<file path="config.mk">
export PLATFORM = sky130hd
export DESIGN_NAME = booth_multiplier_flat
export DESIGN_NICKNAME = d
export VERILOG_FILES = /design/src/rtl/booth_pkg.sv /design/src/rtl/booth_multiplier_if.sv /design/src/rtl/booth_pp_gen.sv /design/src/rtl/booth_multiplier.sv /design/src/flat_wrapper.sv
export SDC_FILE = /design/constraint.sdc
export NUM_CORES = 1
export LEC_CHECK = 0
export CORE_ASPECT_RATIO = 0.9
export CORE_MARGIN = 10
export CORE_UTILIZATION = 30
export CTS_CLUSTER_DIAMETER = 150
export DETAILED_ROUTE_END_ITERATION = 10
export PLACE_DENSITY = 0.44
export SLEW_MARGIN = 10
export SYNTH_ARGS = -nofsm -noshare
export SYNTH_HDL_FRONTEND = slang
export SYNTH_SLANG_ARGS = --single-unit
</file>
<file path="constraint.sdc">
create_clock -name clk -period 17.5 [get_ports clk]
set_clock_uncertainty 0.15 [all_clocks]
set_input_delay 4.375 -clock clk [delete_from_list [all_inputs] [get_ports clk]]
set_output_delay 4.375 -clock clk [all_outputs]
set_load 0.02 [all_outputs]
</file>
<file path="src/rtl/booth_pkg.sv">
// ============================================================================
// booth_pkg : shared constants, Booth digit type and triplet encoder
// Optional macro BOOTH_MULT_UNSIGNED_EN selects unsigned operand mode.
// Revision : 1.0
// ============================================================================
`default_nettype none

package booth_pkg;

   localparam int WIDTH  = 16;
   localparam int PROD_W = 2 * WIDTH;

`ifdef BOOTH_MULT_UNSIGNED_EN
   localparam bit UNSIGNED_MODE = 1'b1;
`else
   localparam bit UNSIGNED_MODE = 1'b0;
`endif

   // Unsigned operands need one extra digit to absorb the zero-extended top bits.
   function automatic int num_pp(input int w);
      return UNSIGNED_MODE ? (w / 2 + 1) : (w / 2);
   endfunction

   localparam int NUM_PP = num_pp(WIDTH);

   typedef enum logic [2:0] {
      ZERO = 3'd0,
      POS1 = 3'd1,
      POS2 = 3'd2,
      NEG1 = 3'd3,
      NEG2 = 3'd4
   } booth_digit_t;

   function automatic booth_digit_t encode(input logic [2:0] triplet);
      case (triplet)
         3'b001, 3'b010: return POS1;
         3'b011:         return POS2;
         3'b100:         return NEG2;
         3'b101, 3'b110: return NEG1;
         default:        return ZERO;
      endcase
   endfunction

endpackage

`default_nettype wire

</file>
<file path="src/rtl/booth_multiplier_if.sv">
// ============================================================================
// booth_multiplier_if : operand/result bundle for the Booth multiplier
// Revision : 1.0
// ============================================================================
`default_nettype none

interface booth_multiplier_if #(
   parameter int WIDTH = booth_pkg::WIDTH
);
   logic                 in_valid;
   logic [WIDTH-1:0]     x;
   logic [WIDTH-1:0]     y;
   logic                 out_valid;
   logic [2*WIDTH-1:0]   result;

   modport master (output in_valid, x, y, input  out_valid, result);
   modport slave  (input  in_valid, x, y, output out_valid, result);
endinterface

`default_nettype wire

</file>
<file path="src/rtl/booth_pp_gen.sv">
// ============================================================================
// booth_pp_gen : one radix-4 Booth partial product from a y triplet and x
// Revision : 1.0
// ============================================================================
`default_nettype none

module booth_pp_gen
   import booth_pkg::*;
#(
   parameter int PP_W = WIDTH + 1
) (
   input  logic [2:0]      triplet,
   input  logic [PP_W-1:0] x_ext,
   output logic [PP_W-1:0] pp,
   output logic            neg
);

   booth_digit_t digit;

   // Negative digits emit the one's complement; the +1 travels on neg.
   always_comb begin
      digit = encode(triplet);
      pp    = '0;
      neg   = 1'b0;
      case (digit)
         POS1: pp = x_ext;
         POS2: pp = {x_ext[PP_W-2:0], 1'b0};
         NEG1: begin
            pp  = ~x_ext;
            neg = 1'b1;
         end
         NEG2: begin
            pp  = ~{x_ext[PP_W-2:0], 1'b0};
            neg = 1'b1;
         end
         default: pp = '0;
      endcase
   end

endmodule

`default_nettype wire

</file>
<file path="src/rtl/booth_multiplier.sv">
// ============================================================================
// booth_multiplier : registered radix-4 Booth multiplier, 1-cycle latency
// Optional macro BOOTH_MULT_UNSIGNED_EN (via booth_pkg) selects unsigned mode.
// Revision : 1.0
// ============================================================================
`default_nettype none

module booth_multiplier
   import booth_pkg::*;
#(
   parameter int WIDTH = booth_pkg::WIDTH
) (
   input  logic               clk,
   input  logic               rst_n,
   booth_multiplier_if.slave  bus
);

   localparam int c_prod_w = 2 * WIDTH;
   localparam int c_num_pp = num_pp(WIDTH);
   localparam int c_pp_w   = UNSIGNED_MODE ? (WIDTH + 2) : (WIDTH + 1);

   logic [c_pp_w-1:0]     x_ext;
   logic [2*c_num_pp:0]   y_ext;
   logic [c_pp_w-1:0]     pp [c_num_pp];
   logic [c_num_pp-1:0]   neg;
   logic [c_prod_w-1:0]   product;

   logic [c_prod_w-1:0]   result_d, result_q;
   logic                  out_valid_d, out_valid_q;

   // y_ext carries the implicit y[-1]=0 at bit 0.
   if (UNSIGNED_MODE) begin : g_unsigned
      assign x_ext = {2'b00, bus.x};
      assign y_ext = {2'b00, bus.y, 1'b0};
   end else begin : g_signed
      assign x_ext = {bus.x[WIDTH-1], bus.x};
      assign y_ext = {bus.y, 1'b0};
   end

   for (genvar i = 0; i < c_num_pp; i++) begin : g_pp
      booth_pp_gen #(
         .PP_W    (c_pp_w)
      ) u_pp_gen (
         .triplet (y_ext[2*i+2 -: 3]),
         .x_ext   (x_ext),
         .pp      (pp[i]),
         .neg     (neg[i])
      );
   end

   // Carry-save accumulation; correction bits share one row as their columns never collide.
   always_comb begin : reduce
      logic [c_prod_w-1:0] row;
      logic [c_prod_w-1:0] sum_s;
      logic [c_prod_w-1:0] sum_c;
      logic [c_prod_w-1:0] nxt_s;
      sum_s = '0;
      for (int i = 0; i < c_num_pp; i++) begin
         sum_s[2*i] = neg[i];
      end
      sum_c = '0;
      for (int i = 0; i < c_num_pp; i++) begin
         row   = {{(c_prod_w-c_pp_w){pp[i][c_pp_w-1]}}, pp[i]} << (2*i);
         nxt_s = sum_s ^ sum_c ^ row;
         sum_c = ((sum_s & sum_c) | (sum_s & row) | (sum_c & row)) << 1;
         sum_s = nxt_s;
      end
      product = sum_s + sum_c;
   end

   always_comb begin
      result_d    = result_q;
      out_valid_d = 1'b0;
      if (bus.in_valid) begin
         result_d    = product;
         out_valid_d = 1'b1;
      end
   end

   always_ff @(posedge clk) begin
      if (!rst_n) begin
         result_q    <= '0;
         out_valid_q <= 1'b0;
      end else begin
         result_q    <= result_d;
         out_valid_q <= out_valid_d;
      end
   end

   assign bus.result    = result_q;
   assign bus.out_valid = out_valid_q;

endmodule

`default_nettype wire

</file>
<file path="src/flat_wrapper.sv">
// flat-port wrapper written by rule: the top's interface ports become plain ports
module booth_multiplier_flat import booth_pkg::*;
#(
   parameter int WIDTH = booth_pkg::WIDTH
)
  (clk, rst_n, bus_in_valid, bus_x, bus_y, bus_out_valid, bus_result);
  booth_multiplier_if #(.WIDTH(WIDTH)) bus_i ();
  input  logic clk;
  input  logic rst_n;
  input wire logic [$bits(bus_i.in_valid)-1:0] bus_in_valid;
  input wire logic [$bits(bus_i.x)-1:0] bus_x;
  input wire logic [$bits(bus_i.y)-1:0] bus_y;
  output wire logic [$bits(bus_i.out_valid)-1:0] bus_out_valid;
  output wire logic [$bits(bus_i.result)-1:0] bus_result;
  assign bus_i.in_valid = bus_in_valid;
  assign bus_i.x = bus_x;
  assign bus_i.y = bus_y;
  assign bus_out_valid = bus_i.out_valid;
  assign bus_result = bus_i.result;
  booth_multiplier #(.WIDTH(WIDTH)) u_core (.clk(clk), .rst_n(rst_n), .bus(bus_i));
endmodule
</file>
Yosys cells after proc, flatten, opt, wreduce, memory -nomap -nowiden --
Index checks and enable logic that the tools add are counted.
Cells by class: multiplexer cells 25, bitwise operators 53, add/sub/neg operators 1, reduce and logical (&&, ||, !) cells 22, equality and inequality tests 77
Operator list (number):
- $and 31x31->31 | 21
- $pmux 17 s4 | 8
- $xor 32x32->32 | 14
- $or 31x31->31 | 14
- $eq 3x2->1 const B | 30
- $eq 3x3->1 const B | 29
- $pmux 3 s4 | 7
- $eq 3x1->1 const B | 15
- $reduce_or 2->1 | 22
- $not 17->17 | 2
- $add 32x32->32 | 1
- $xor 15x32->32 | 1
- $and 15x31->31 | 1
- $mux 1 | 9
- $pmux 3 s3 | 1
- $eq 2x2->1 const B | 2
- $eq 2x1->1 const B | 1
Storage, ports and cells: output and inout bits 33, logic and storage cells 180, register bits 33, bits of input ports 35

Logic depth before layout (Yosys ltp) --
Gate-level depths: netlist of the first run.
depth after elaboration 29, mapped depth 23, gate-level depth less buffers 21

Hierarchy --
A second synthesis of the first run with hierarchy kept.
Unflattened totals: cells, all modules 1061, area, all modules 10309.9 um2
Modules (own cells, without submodules):
- booth_multiplier | cells an instance 541, times used 1, area each 5585.4 um2, seq. area each 660.6 um2
- booth_pp_gen | cells an instance 65, times used 8, area each 590.6 um2, seq. area each 0.0 um2

Worst setup path after synthesis of the first run --
Ideal clock, no wire load.
path kind input to register, start point input bus_y[3], end point register u_core.result_q[27], in the netlist u_core.bus.result[27], library setup time 117 ps, slack 6754 ps, arrival time 10478 ps, buffers on the path 4, stages on the path 22, required time 17233 ps, cell sequence clkbuf_1 > or3b_2 > clkbuf_1 > clkbuf_1 > o21ai_0 > fa_1 > inv_1 > fa_1 > fa_1 > fa_1 > fa_1 > fa_1 > inv_1 > fa_1 > ha_1 > buf_2 > a21o_1 > a31o_2 > a21oi_1 > a21oi_1 > or3_1 > a32o_1
On the way: word-level cells in the longest chain between the ends 29, elaborated cells between the ends (all ways) 84, classes of those cells add/sub (1); eq/ne (20); mux (6); bitwise (51); reduce/logical (6)
Ends and longest elaborated chain:
- start, declared | RTL line flat_wrapper.sv:12 | input wire logic [$bits(bus_i.y)-1:0] bus_y;
- $eq 3x3->1, or another cell as far along | RTL line booth_pkg.sv:35 | case (triplet)
- $reduce_or 2->1 | RTL line booth_pkg.sv:35
- $pmux 3 s4 | RTL line booth_pkg.sv:35
- $eq 3x3->1 / $eq 3x2->1 (equally long branches) | RTL line booth_pp_gen.sv:25 | case (digit)
- $reduce_or 2->1 (no line)
- $mux 1 | RTL line booth_pp_gen.sv:25
- $xor 15x32->32 / $and 15x31->31 (equally long branches) | RTL line booth_multiplier.sv:64, booth_multiplier.sv:65
- $and 31x31->31 | RTL line booth_multiplier.sv:65 | sum_c = ((sum_s & sum_c) | (sum_s & row) | (sum_c & row)) << 1;
- (+9 left out)
- $or 31x31->31 (2 in series) | RTL line booth_multiplier.sv:65
- $and 31x31->31 | RTL line booth_multiplier.sv:65
- $or 31x31->31 (2 in series) | RTL line booth_multiplier.sv:65
- $and 31x31->31 | RTL line booth_multiplier.sv:65
- $or 31x31->31 (2 in series) | RTL line booth_multiplier.sv:65
- $and 31x31->31 | RTL line booth_multiplier.sv:65
- $or 31x31->31 (2 in series) | RTL line booth_multiplier.sv:65
- $add 32x32->32 (*) | RTL line booth_multiplier.sv:68 | product = sum_s + sum_c;
- end signal, assigned | RTL line booth_multiplier.sv:85 | result_q <= result_d;
- end, declared | RTL line booth_multiplier.sv:28 | logic [c_prod_w-1:0] result_d, result_q;
Mark *: on every way between the ends. The rest lies on a longest branch, timed or not. A chain may end at the register's enable or synchronous reset.

Worst setup path in the final report of the first run --
start point input bus_y[0], end point register u_core.result_q[25], in the netlist u_core.bus.result[25]
On the way: word-level cells in the longest chain between the ends 28, elaborated cells between the ends (all ways) 63, classes of those cells add/sub (1); eq/ne (7); mux (3); bitwise (51); reduce/logical (1)
Ends and longest elaborated chain (RTL line):
- $eq 2x2->1 / $eq 2x1->1 (equally long branches) | booth_pkg.sv:35
- $pmux 3 s3 (*) | booth_pkg.sv:35
- $eq 3x3->1 / $eq 3x2->1 (equally long branches) | booth_pp_gen.sv:25
- $reduce_or 2->1 (no line)
- $mux 1 | booth_pp_gen.sv:25
- $xor 15x32->32 / $and 15x31->31 (equally long branches) | booth_multiplier.sv:64, booth_multiplier.sv:65
- $and 31x31->31 | booth_multiplier.sv:65
- $or 31x31->31 (2 in series) | booth_multiplier.sv:65
- (+7 left out)
- $or 31x31->31 (2 in series) | booth_multiplier.sv:65
- $and 31x31->31 | booth_multiplier.sv:65
- $or 31x31->31 (2 in series) | booth_multiplier.sv:65
- $and 31x31->31 | booth_multiplier.sv:65
- $or 31x31->31 (2 in series) | booth_multiplier.sv:65
- $and 31x31->31 | booth_multiplier.sv:65
- $or 31x31->31 (2 in series) | booth_multiplier.sv:65
- $add 32x32->32 (*) | booth_multiplier.sv:68
Marked as above.

==> results.toml, run 1 <==
[setup_path]
reg2reg_depth = 2
crit_path_top_delay_cell = "nor2b_1"
crit_path_end_kind = "flip-flop"
crit_chain = "clkdlybuf4s50_1, buf_4, nor2b_1, a22o_1, ha_1, fa_1, inv_1, fa_1, fa_1, fa_1, fa_1, fa_1, inv_1, fa_1, ha_1, a21o_1, a31o_2, or3b_1, a311oi_1, o21ai_0, a32o_1"
required_ns = 17.52
crit_fanout = 23
cpLargestDelayFamily = "adder cells"
worstSetupStartpointType = "input pin"
r2r-end = "u_core.bus.result[28]"
max_stage_delay_ns = 0.68
cp.arrival_ns = 11.64
r2r_setup_slack_ns = 16.60
path_buf_inv = 4
crit_path_frequent_cell = "fa_1"
crit_start = "bus_y[0]"
r2r-start = "u_core.bus.result[28]"
critical_path_class = "in2reg"

[global_route]
grt_use_met3 = 0.0137
antenna_found_initial = 0
grt.met2_usage = 0.250
grt_pass1_wl_um = 44900
grt_usage = 0.149
grt-busiest-layer = "met2"
grt_pass1_vias = 7654
grt-ovfl-total = 0
groute.layer.met1.usage = 0.210
grt_max_degree = 33

[clock_tree]
cts_root_buf = "clkbuf_16"
clk_pin_slew_ns = 0.06
clockBufferDepth = 2
clock_latency_ns = 0.29
ctsHoldBuffers = 0
cts-htree-levels = 2
numCtsBuffers = 5
cts_resized = 0
cts_tree = "done"
post_cts_buffers = 0
cts_sinks = 33

[synth]
synthAdderAreaFrac = 0.338
ys_seq_area_frac = 0.0731
synth_edf_count = 0
synth-xor-area-share = 0.126
synth_nets = 1345
ys_async_sr_fraction = 0
yosysMostFrequentCell = "nor2_1"
synth_cells = 1132
synth_top_area_share = 0.239
post-synth-top-area-cell = "fa_1"
synth_top_family_by_area = "adder cells"
yosysWarnings = 0
synth_mux_area_frac = 0.0334
synth_common_cells = "nor2_1 (188), fa_1 (108), xnor2_1 (93), inv_1 (89), clkbuf_1 (87)"
synth-simple-area-share = 0.144
synth_compound_area_frac = 0.195
ys_seq_elements = 33
yosys-top-cells-area = "fa_1 (24%), ha_1 (9.7%), xnor2_1 (9.0%), nor2_1 (7.8%), dfxtp_1 (7.3%)"
synth_area_per_cell_um2 = 7.98
synthesis.area_um2 = 9040
ys_types = 61
ys.flop_type = "dfxtp_1"

[timing]
fin_tns_setup_ns = 0
relSlewSlack = 0.189
maxSlewViolCount = 0
tightest_slew_ns = 1.21
final_hold_viol_count = 0
setup_viol = 0
fin_crit_ns = 11.61
fmax_ghz = 0.0861
fin_crit_sh = 0.663
rsz0062_at_grt = "false"

[floorplan]
die_w_um = 203
num_rows = 60
die_area_um2 = 37500
core_area_um2 = 29800
io_pins = 68
die_y_um = 185
initial_core_util = 0.303

[hold_path]
hold_class = "reg2reg"
worstHoldStart = "u_core.bus.result[27]"
min_path_cells = 1
hold_path_end = "u_core.bus.result[27]"

[run]
cap_violations = 0

[finish]
area_delta_synth_final_pct = 12.4
fillers = 3201
antenna_cells = 0
fin_nets = 1337
drive_gt1_frac = 0.0453

[place]
io_buffer_count = 67
place_congestion = 0.823
hpwl_um = 22500

[status]
status = "complete, no violations"

[routing]
wl_per_cell_um = 18.4
vias_per_cell = 5.04
routed_wl_um = 28100
drtAntennaViolNets = 0
route.detailed.drc = 0
dr.pass1.iters = 5
num_vias = 7703
drtIter0Drc = 393
## per-layer routing
| metal | share of wire | wire, um | vias up |
|---|---|---|---|
| met5 | 0 | 0 | - |
| met1 | 0.49 | 13800 | 3794 |
| met2 | 0.48 | 13400 | 101 |
| li1 | - | - | 3798 |
| met4 | 0.0070 | 197 | 0 |
| met3 | 0.023 | 658 | 10 |
## stage by stage
stage                     instances  utilization  hold slack, ns  cell area, um2  worst slack, ns
after floorplan                1132            -           0.406            9040             6.75
after global placement         1520        0.335           0.319            9990             5.66
after detailed placement       1520        0.335           0.320            9990             5.65
after CTS                      1528        0.341           0.335           10200             5.95
after global routing           1528        0.341           0.362           10200             5.55
final                          1528        0.341           0.326           10200             5.89
## flip-flops by register name, indices dropped and copies added, names as in the netlist
name	count
u_core.bus.out_valid	1
u_core.bus.result	32
## how the worst max path moves through the flow
stage / end / slack [ns] / cells past startpoint
2_1_floorplan: u_core.bus.result[27] / 6.75 / 22
3_3_place_gp: u_core.bus.result[28] / 5.66 / 21
3_5_place_dp: u_core.bus.result[28] / 5.65 / 21
4_1_cts: u_core.bus.result[28] / 5.95 / 21
5_1_grt: u_core.bus.result[28] / 5.55 / 21
6_report: u_core.bus.result[25] / 5.89 / 21
## kinds of logic after synthesis
family / count (synthesis)
compound gates: 249
xor+xnor: 130
fa+ha+maj: 180
buf+inv: 202
flops: 33
mux: 30
simple gates: 308
## layout make-up
type / instances / area [um2] / area share
clock buffer: 7 / 143 / 0.0140
clock inverter: 1 / 30.0 / 0.00296
inverter: 90 / 338 / 0.0332
multi-input combinational: 897 / 7590 / 0.747
sequential: 33 / 661 / 0.0650
tap: 403 / 504 / 0.0496
timing repair buffer: 97 / 896 / 0.0882
## placed cells by master, fill, tap and decap left out, drive strengths merged, types with 4 or more instances in the layout
| master | count |
|---|---|
| o21ai | 45 |
| nand3 | 17 |
| nor3 | 8 |
| mux2i | 29 |
| nand2b | 7 |
| a21oi | 36 |
| dfxtp | 33 |
| nor2 | 188 |
| o211ai | 4 |
| a221o | 9 |
| xor2 | 37 |
| a22o | 8 |
| a221oi | 4 |
| o31ai | 8 |
| clkbuf | 7 |
| o221ai | 10 |
| buf | 30 |
| nor2b | 7 |
| inv | 89 |
| nand4 | 7 |
| ha | 70 |
| fa | 108 |
| nand2 | 54 |
| or3 | 4 |
| xnor2 | 93 |
| a22oi | 20 |
| a211oi | 69 |
| clkdlybuf4s50 | 67 |
| and2 | 6 |
| a21o | 11 |
Power of run 1 is left out: the tool's default activity adds up to more than one toggle a clock period on the data nets, which glitch-free logic cannot reach.
==> inputs of run 2 (changes only) <==
clock period = 11.3 ns   (was 17.5 ns; I/O delays follow)
==> run 2 against run 1 <==
Wire length decreased by 1.3%. Flip-flop and latch count unchanged. Sequential share of layout area about the same. Register-to-register slack got worse by 6.2 ns. Via count increased by 0.66%. Design area increased by 0.12%. Critical path depth decreased by 1. Critical path type unchanged. Critical endpoint unchanged.
==> results.toml, run 2 (synthesis results as in run 1) <==
[status]
status = "complete, no violations"

[timing]
fmax_ghz = 0.100
maxSlewViolCount = 0
rsz0062_at_grt = "false"
setup_viol = 0
tightest_slew_ns = 1.16
relSlewSlack = 0.224
fin_crit_ns = 9.99
final_hold_viol_count = 0
fin_tns_setup_ns = 0
fin_crit_sh = 0.884

[floorplan]
initial_core_util = 0.303
die_area_um2 = 37500
num_rows = 60
io_pins = 68
core_area_um2 = 29800
die_w_um = 203
die_y_um = 185

[routing]
drtAntennaViolNets = 0
wl_per_cell_um = 18.1
drtIter0Drc = 446
vias_per_cell = 5.07
route.detailed.drc = 0
num_vias = 7754
routed_wl_um = 27700
dr.pass1.iters = 5

[setup_path]
worstSetupStartpointType = "input pin"
cp.arrival_ns = 10.02
critical_path_class = "in2reg"
crit_fanout = 15
r2r-start = "u_core.bus.result[28]"
crit_path_end_kind = "flip-flop"
crit_start = "bus_y[1]"
required_ns = 11.33

[clock_tree]
cts_tree = "done"
cts_sinks = 33
numCtsBuffers = 5
cts_resized = 0
cts_root_buf = "clkbuf_16"
cts-htree-levels = 2
clock_latency_ns = 0.28
post_cts_buffers = 0
clockBufferDepth = 2
clk_pin_slew_ns = 0.06
ctsHoldBuffers = 0

[global_route]
antenna_found_initial = 0
grt_usage = 0.148
grt-ovfl-total = 0
grt_pass1_vias = 7612
grt_max_degree = 33
grt_pass1_wl_um = 44600

[run]
cap_violations = 0

[finish]
fin_nets = 1339
area_delta_synth_final_pct = 12.6
instances_no_fill = 1530
layout_common_cells = "nor2_1 (186), fa_1 (108), xnor2_1 (92)"
largest_reg_flops = 32
antenna_cells = 0
drive_gt1_frac = 0.0479
final_common_cell = "nor2_1"

[hold_path]
worstHoldStart = "u_core.bus.result[0]"
hold_class = "reg2reg"

[place]
dp_cells = 1522
hpwl_um = 22500
io_buffer_count = 67
place_congestion = 0.817
==> run 2: cell count changes in the layout (fill, tap and decap cells not counted), sizes merged <==
cell and delta:
buf +2
==> run 2: area by class of cell <==
cell class / count / area (um2)
Tap cell: 403 / 504
Fill cell: 3170 / 19600
Clock inverter: 1 / 30.0
Clock buffer: 7 / 143
Sequential cell: 33 / 661
Timing Repair Buffer: 99 / 911
Inverter: 90 / 338
Multi-Input combinational cell: 897 / 7590
==> run 2: metrics by stage <==
step	hold WS [ns]	instance area, um2	worst slack (ns)	utilization
after floorplan	0.406	9040	2.10	-
after global placement	0.325	9990	1.13	0.335
after detailed placement	0.333	9990	1.09	0.335
after CTS	0.346	10200	1.36	0.341
after global routing	0.366	10200	0.934	0.341
final	0.339	10200	1.31	0.341
==> run 2: path summary, 6_finish.rpt <==
kind | endpoint | slack, ns | cells past startpoint
max | u_core.bus.result[25] | 1.31 | 20
min | u_core.bus.result[0] | 0.34 | 2
max reg2reg | u_core.bus.result[28] | 10.43 | 2
min reg2reg | u_core.bus.result[0] | 0.34 | 2
==> run 2: layer usage <==
layer / wire length, um / global-route usage
met5: 0 / 0
met4: 107 / 0.0131
met3: 820 / 0.0126
met2: 13400 / 0.247
met1: 13500 / 0.209
==> run 2: worst max-delay path: stages <==
cell	delay, ns
clkdlybuf4s50_1	0.86
and3b_1	0.62
a22oi_1	0.18
o21ai_0	0.18
fa_1	0.45
inv_1	0.07
fa_1	0.43
fa_1	0.53
fa_1	0.44
fa_1	0.40
fa_1	0.53
inv_1	0.06
fa_1	0.44
ha_1	0.40
a21o_2	0.23
a31o_2	0.19
or3b_1	0.40
a311oi_1	0.36
o21ai_0	0.14
a32o_1	0.27
Power of run 2 is left out for the same reason.
==> inputs of run 3 (changes only) <==
CORE_MARGIN = 2   (was 10)
PLACE_DENSITY = unset   (was 0.44)
PLACE_DENSITY_LB_ADDON = 0.2   (was unset)
==> run 3 against run 2 <==
First-iteration DRC count up 20%. Maximum frequency down 0.16%. Via count up 0.66%. Clock-buffer cell count unchanged. Worst hold slack worse by 0.021 ns. Highest routed layer unchanged.
==> results.toml, run 3 (synthesis results as in run 1) <==
[setup_path]
crit_chain = "clkdlybuf4s50_1, xor2_1, a22oi_1, o21ai_0, fa_1, inv_1, fa_1, fa_1, fa_1, fa_1, fa_1, inv_1, fa_1, ha_1, a21o_2, a31o_2, or3b_1, a311oi_1, o21ai_0, a32o_1"
cpLargestDelayFamily = "adder cells"
crit_fanout = 16
path_buf_inv = 3
r2r-start = "u_core.bus.result[24]"
crit_path_end_kind = "flip-flop"
r2r_setup_slack_ns = 10.43
required_ns = 11.33
max_stage_delay_ns = 0.79
cp.arrival_ns = 10.04
crit_path_top_delay_cell = "clkdlybuf4s50_1"
crit_start = "bus_y[1]"
critical_path_class = "in2reg"
worstSetupStartpointType = "input pin"
crit_path_frequent_cell = "fa_1"

[timing]
fin_crit_ns = 10.01
setup_viol = 0
relSlewSlack = 0.186
rsz0062_at_grt = "false"
whs_ns = 0.318
fin_tns_setup_ns = 0
fmax_ghz = 0.0999
final_hold_viol_count = 0
maxSlewViolCount = 0
tightest_slew_ns = 1.22
fin_crit_sh = 0.886

[status]
status = "complete, no violations"

[global_route]
grt_usage = 0.166
grt_pass1_wl_um = 41900
grt_max_degree = 33
antenna_found_initial = 0
grt-ovfl-total = 0
grt_pass1_vias = 7598

[routing]
dr.pass1.iters = 5
wl_per_cell_um = 17.1
vias_per_cell = 5.10
route.detailed.drc = 0
drtIter0Drc = 536
drtAntennaViolNets = 0
num_vias = 7805
routed_wl_um = 26200

[place]
dp_cells = 1521
postPlaceCellArea_um2 = 9980
io_buffer_count = 67
place_congestion = 0.854
hpwl_um = 21200

[finish]
antenna_cells = 0
instances_no_fill = 1529
fin_nets = 1338
layout_common_cells = "nor2_1 (188), fa_1 (108), xnor2_1 (92)"
final_common_cell = "nor2_1"
area_delta_synth_final_pct = 12.4
drive_gt1_frac = 0.0444
final_cell_area_um2 = 10200
largest_reg_flops = 32
fillers = 3175

[floorplan]
io_pins = 68
die_w_um = 187
num_rows = 60
die_area_um2 = 31500
initial_core_util = 0.303
core_area_um2 = 29800
die_y_um = 169

[run]
cap_violations = 0

[clock_tree]
clk_pin_slew_ns = 0.06
cts_tree = "done"
post_cts_buffers = 0
clock_latency_ns = 0.28
cts_sinks = 33
clockBufferDepth = 2
cts-htree-levels = 2
numCtsBuffers = 5
cts_root_buf = "clkbuf_16"
ctsHoldBuffers = 0
cts_resized = 0

[hold_path]
worstHoldStart = "u_core.bus.result[25]"
hold_class = "reg2reg"
run 3: cell count changes in the layout (fill, tap and decap cells not counted):
cell and delta:
nor2_1 +2, nor2_2 -2, buf_4 -1, xor2_1 +1
xor2_2 -1
run 3: area by class of cell:
cell class / count / area [um2] / area share
Sequential cell: 33 / 661 / 0.0651
Multi-Input combinational cell: 897 / 7570 / 0.746
Clock buffer: 7 / 143 / 0.0140
Inverter: 90 / 338 / 0.0333
Tap cell: 403 / 504 / 0.0497
Clock inverter: 1 / 30.0 / 0.00296
Timing Repair Buffer: 98 / 903 / 0.0890
run 3: path summary, 6_finish.rpt:
path	cells past startpoint	end
worst max-delay path	20	u_core.bus.result[25]
worst min-delay path	1	u_core.bus.result[25]
worst max register to register	1	u_core.bus.result[24]
worst min register to register	1	u_core.bus.result[25]
run 3: layer usage:
metal,share of wire,vias to the layer above,global-route usage
met2,0.48,160,0.278
met1,0.46,3819,0.230
met3,0.040,29,0.0226
li1,-,3797,-
met5,0,-,0
met4,0.015,0,0.0311
run 3: stage by stage:
step                setup slack [ns]   util
floorplan                       2.10      -
global placement                1.12  0.335
detailed placement              1.14  0.335
CTS                             1.41  0.341
global route                   0.954  0.341
finish                          1.29  0.341
Power of run 3 is left out for the same reason.
